### src/rtl/param_reg_file.sv
// rtl/param_reg_file.sv - parametrised masked register file with inc/dec, shifts and sticky wrap flag
module param_reg_file #(
    parameter int                 NUM_REGS    = 4,
    parameter int                 WIDTH       = 8,
    parameter logic [WIDTH-1:0]   RESET_VALUE = '0,
    parameter int                 SEL_W       = $clog2(NUM_REGS)
) (
    input  logic                  Clock,
    input  logic                  Reset,
    input  logic [WIDTH-1:0]      I,
    input  logic [2:0]            FunSel,
    input  logic [NUM_REGS-1:0]   RSel,
    input  logic [SEL_W-1:0]      O1Sel,
    input  logic [SEL_W-1:0]      O2Sel,
    output logic [WIDTH-1:0]      O1,
    output logic [WIDTH-1:0]      O2,
    output logic                  Wrap
);

    localparam int H         = WIDTH / 2;
    localparam int NUM_SLOTS = 1 << SEL_W;

    localparam logic [2:0] FS_CLEAR   = 3'b000;
    localparam logic [2:0] FS_LOAD    = 3'b001;
    localparam logic [2:0] FS_LOAD_LO = 3'b010;
    localparam logic [2:0] FS_LOAD_HI = 3'b011;
    localparam logic [2:0] FS_DEC     = 3'b100;
    localparam logic [2:0] FS_INC     = 3'b101;
    localparam logic [2:0] FS_SHL     = 3'b110;
    localparam logic [2:0] FS_SHR     = 3'b111;

    localparam logic [WIDTH-1:0] ONE = {{(WIDTH-1){1'b0}}, 1'b1};

    logic [WIDTH-1:0]    regs_q [NUM_REGS];
    logic [WIDTH-1:0]    regs_d [NUM_REGS];
    logic [NUM_REGS-1:0] wrap_hit;
    logic                wrap_q;
    logic                wrap_d;
    logic [WIDTH-1:0]    rd_slots [NUM_SLOTS];

    // Each register computes its own next value; wrap_hit[k] flags an overflow or lost bit.
    always_comb begin
        for (int k = 0; k < NUM_REGS; k++) begin
            regs_d[k]   = regs_q[k];
            wrap_hit[k] = 1'b0;
            if (RSel[k]) begin
                case (FunSel)
                    FS_CLEAR:   regs_d[k] = '0;
                    FS_LOAD:    regs_d[k] = I;
                    FS_LOAD_LO: regs_d[k] = {regs_q[k][WIDTH-1:H], I[H-1:0]};
                    FS_LOAD_HI: regs_d[k] = {I[H-1:0], regs_q[k][H-1:0]};
                    FS_DEC: begin
                        regs_d[k]   = regs_q[k] - ONE;
                        wrap_hit[k] = (regs_q[k] == '0);
                    end
                    FS_INC: begin
                        regs_d[k]   = regs_q[k] + ONE;
                        wrap_hit[k] = &regs_q[k];
                    end
                    FS_SHL: begin
                        regs_d[k]   = {regs_q[k][WIDTH-2:0], 1'b0};
                        wrap_hit[k] = regs_q[k][WIDTH-1];
                    end
                    FS_SHR: begin
                        regs_d[k]   = {1'b0, regs_q[k][WIDTH-1:1]};
                        wrap_hit[k] = regs_q[k][0];
                    end
                    default: regs_d[k] = regs_q[k];
                endcase
            end
        end
    end

    always_comb begin
        wrap_d = wrap_q;
        if ((FunSel == FS_CLEAR) && (|RSel)) begin
            wrap_d = 1'b0;
        end else if (|wrap_hit) begin
            wrap_d = 1'b1;
        end
    end

    always_ff @(posedge Clock) begin
        if (Reset) begin
            for (int k = 0; k < NUM_REGS; k++) begin
                regs_q[k] <= RESET_VALUE;
            end
            wrap_q <= 1'b0;
        end else begin
            for (int k = 0; k < NUM_REGS; k++) begin
                regs_q[k] <= regs_d[k];
            end
            wrap_q <= wrap_d;
        end
    end

    // Pad the read space to a power of two so unused indices return zero.
    for (genvar s = 0; s < NUM_SLOTS; s++) begin : g_rd
        if (s < NUM_REGS) begin : g_used
            assign rd_slots[s] = regs_q[s];
        end else begin : g_empty
            assign rd_slots[s] = '0;
        end
    end

    assign O1   = rd_slots[O1Sel];
    assign O2   = rd_slots[O2Sel];
    assign Wrap = wrap_q;

endmodule

### config.mk
export PLATFORM = sky130hd
export DESIGN_NAME = param_reg_file
export DESIGN_NICKNAME = d
export VERILOG_FILES = /design/src/rtl/param_reg_file.sv
export SDC_FILE = /design/constraint.sdc
export NUM_CORES = 1
export LEC_CHECK = 0
export BUFFER_PORTS_ARGS = -buffer_cell sky130_fd_sc_hd__buf_2
export CAP_MARGIN = 20
export CORE_UTILIZATION = 46
export CTS_CLUSTER_DIAMETER = 60
export CTS_CLUSTER_SIZE = 14
export DETAILED_ROUTE_END_ITERATION = 12
export PLACE_DENSITY = 0.67
export SYNTH_ARGS = -nofsm -noshare
export SYNTH_HDL_FRONTEND = slang
export SYNTH_SLANG_ARGS = --single-unit
### constraint.sdc
create_clock -name Clock -period 2.9 [get_ports Clock]
set_clock_uncertainty 0.1 [all_clocks]
set_input_delay 0.29 -clock Clock [delete_from_list [all_inputs] [get_ports Clock]]
set_output_delay 0.29 -clock Clock [all_outputs]
set_load 0.02 [all_outputs]
==> run summary <==
status - complete, no violations
Core Area - 8258 sq um
number of global-route vias before repair - 3770
DRT iter0 DRCs - 415
DRC - 0
Cells after Synth - 479
post-synthesis sequential area ratio - 16.75%
WHS Endpoint - regs_q[3][3]
Die X-Extent - 94.61 um
Initial Utilization - 47.77%
Reg-to-Reg End - regs_q[1][7]
number of setup buffers added after CTS - 0
commonest non-fill, non-tap cell in the layout - nand2_1
Worst Hold Depth - 3
Routed WL per cell - 20.39 um
type of element launching the critical path - primary input
RSZ-0062 raised after global routing - no
GRT Resource Usage Total - 28.37%
die area - 8950 sq um
syn avg cell area - 8.236 sq um
Port Buf Inserts - 37
synth-to-layout area growth - 6.470%
Async SR Flop Fraction - 0%
Yosys reg bits - 33
EDFF count, synth - 0
initial antenna violation count - 0
clock latency on the worst-skew pair - 290 ps
global routing's busiest layer - met2
CP endpoint kind - register
first-pass GRT wire length - 19550 um
syn nets - 529
Synth top area share - 16.75%
post-DR vias/cell - 6.618
overall power - 1.699 mW
Reg area - 660.6 sq um
endpoints failing setup - 0
ratio of cells with drive above 1 in the final layout - 16.97%
GR Overflow Total - 0
dpl ws - 330.1 ps
Slew @ Worst Pin - 586.0 ps
row count - 33
Detailed Route WL - 12240 um
Root Buffer - clkbuf_8
CP max FO - 25
synth top area cells - dfxtp_1 (17%), mux4_2 (8.0%), ha_1 (7.9%), mux2i_1 (5.1%), nand2_1 (4.5%)
CTS Hold Bufs - 0
Max Clock Freq - 0.4370 GHz
Final ANT Viol Nets - 0
R2R setup slack - 630 ps
dpl hpwl - 8818 um
Die H - 94.61 um
1st-pass router iterations - 5
nets - 544
# fillers - 806
PostCTS Resize Cnt - 0
GR Util met1 - 39.03%
num ports - 38
Total Neg Setup Slack - 0 ps
CTS sink count - 33
Num CTS Buffers - 5
CP required - 2960 ps
FF-to-FF Start - regs_q[1][1]
most frequent cells in the layout - nand2_1 (47), buf_2 (37), nor2_1 (34), dfxtp_1 (33), o21ai_0 (29)
GPL Wtd Cong - 0.9331
CP Data Arrival Time - 2340 ps
Synth area leader - dfxtp_1
CTS tree - done
Mapped Area - 3945 sq um
met3 Use GR - 4.831%
Slew Viols, Final - 0
Worst Path Class, Setup - primary input to register
Lkg Pwr - 1.669 nW
cells on worst reg2reg path - 6
# H-tree levels - 2
Worst VDD drop - 180.5 uV
largest net degree at the start of global routing - 43
hold path start - I[3]
antenna diode count - 0
via count - 3971
Final Hold Vio Count - 0
Slew HR - 60.84%
ys flop type - dfxtp_1
Synth warnings - 0
final setup margin - 611.8 ps
Pwr per Cell Area - 404.5 nW/um^2
final worst path period need - 2288 ps
clk slew on worst S/H paths - 80 ps
HP Class - primary input to register
fin crit share - 78.90%
clock tree buffer depth - 2
M2 GR Usage - 45.02%
MaxCap Viol Count - 0
Netlist cell types - 63
multi-input logic area - 2994 sq um
## synthesized netlist by cell type, types with 3 or more instances
| library cell | number |
|---|---|
| nand4_1 | 7 |
| buf_2 | 7 |
| a311oi_1 | 13 |
| nor2b_1 | 5 |
| mux2_2 | 5 |
| o211ai_1 | 13 |
| a21o_1 | 9 |
| xnor2_1 | 11 |
| mux2i_1 | 20 |
| a32oi_1 | 5 |
| nand3_1 | 9 |
| a21oi_1 | 20 |
| o31a_1 | 3 |
| dfxtp_1 | 33 |
| o21ai_0 | 29 |
| xor2_1 | 4 |
| fa_1 | 4 |
| and2_1 | 4 |
| and3_1 | 3 |
| or4_1 | 3 |
| nor3_1 | 16 |
| and4_1 | 3 |
| nor2_1 | 34 |
| a211oi_1 | 14 |
| inv_1 | 10 |
| a31oi_1 | 5 |
| ha_1 | 25 |
| o22ai_1 | 7 |
| clkbuf_8 | 3 |
| nand2b_1 | 5 |
| or3_1 | 7 |
| clkbuf_1 | 24 |
| a22oi_1 | 4 |
| nor4_1 | 9 |
| mux4_2 | 14 |
| o221ai_1 | 3 |
| o21a_1 | 6 |
| nand2_1 | 47 |
| buf_6 | 3 |
## layout make-up
type,instances,share of cell area [%]
clock inverters,1,0.1192
inverters,10,0.8937
repair buffers,49,6.553
flip-flops and latches,33,15.73
clock buffers,7,2.294
well taps,105,3.128
multi-input cells,395,71.28
## sequential cells by signal, summed over array words and instances, names as in the netlist
| signal | flops |
|---|---|
| Wrap | 1 |
| regs_q | 32 |
## through the flow
step | area [sq um] | cells | util [%] | hold WS (ps)
after global routing | 4200 | 600 | 50.86 | 232.0
final | 4200 | 600 | 50.86 | 210.2
after global placement | 4099 | 592 | 49.64 | 445.4
after detailed placement | 4099 | 592 | 49.64 | 457.1
after floorplan | 3945 | 479 | - | 352.6
after CTS | 4200 | 600 | 50.86 | 208.9
## critical path, stage by stage
cell and delay [ps]:
buf_2 100, nand3b_2 190, buf_4 240, ha_1 370, and3_1 190, a2111o_1 430, o31ai_1 250, xnor2_1 160
o32ai_1 110
## cells by family (layout without fill, tap and decap cells)
family | Yosys count | in the layout | share of synthesized area, %
xor+xnor | 15 | 15 | 3.330
mux | 41 | 41 | 15.83
flops | 33 | 33 | 16.75
fa+ha+maj | 29 | 29 | 9.959
simple gates | 161 | 161 | 20.33
compound gates | 149 | 149 | 26.45
buf+inv | 51 | 67 | 7.358
## routing by layer
metal / part of all wire (%) / vias to the layer above
li1: - / 1883
met1: 43 / 1850
met2: 45 / 211
met3: 9.9 / 27
met4: 2.2 / 0
met5: 0 / -
## where the power goes
part	internal [mW]	switching, mW
clock network	0.215	0.188
logic	0.316	0.392
registers	0.491	0.0977
total	1.02	0.677
## worst max-delay path by stage
stage	from	endpoint	slack, ps
after detailed placement	FunSel[1]	regs_q[3][7]	330
final	FunSel[1]	regs_q[3][7]	610
after global routing	FunSel[1]	regs_q[3][7]	500
after floorplan	FunSel[0]	regs_q[1][7]	110
after global placement	FunSel[1]	regs_q[1][7]	370
after CTS	FunSel[1]	regs_q[3][7]	630
Power figures use the tool's default switching activity.
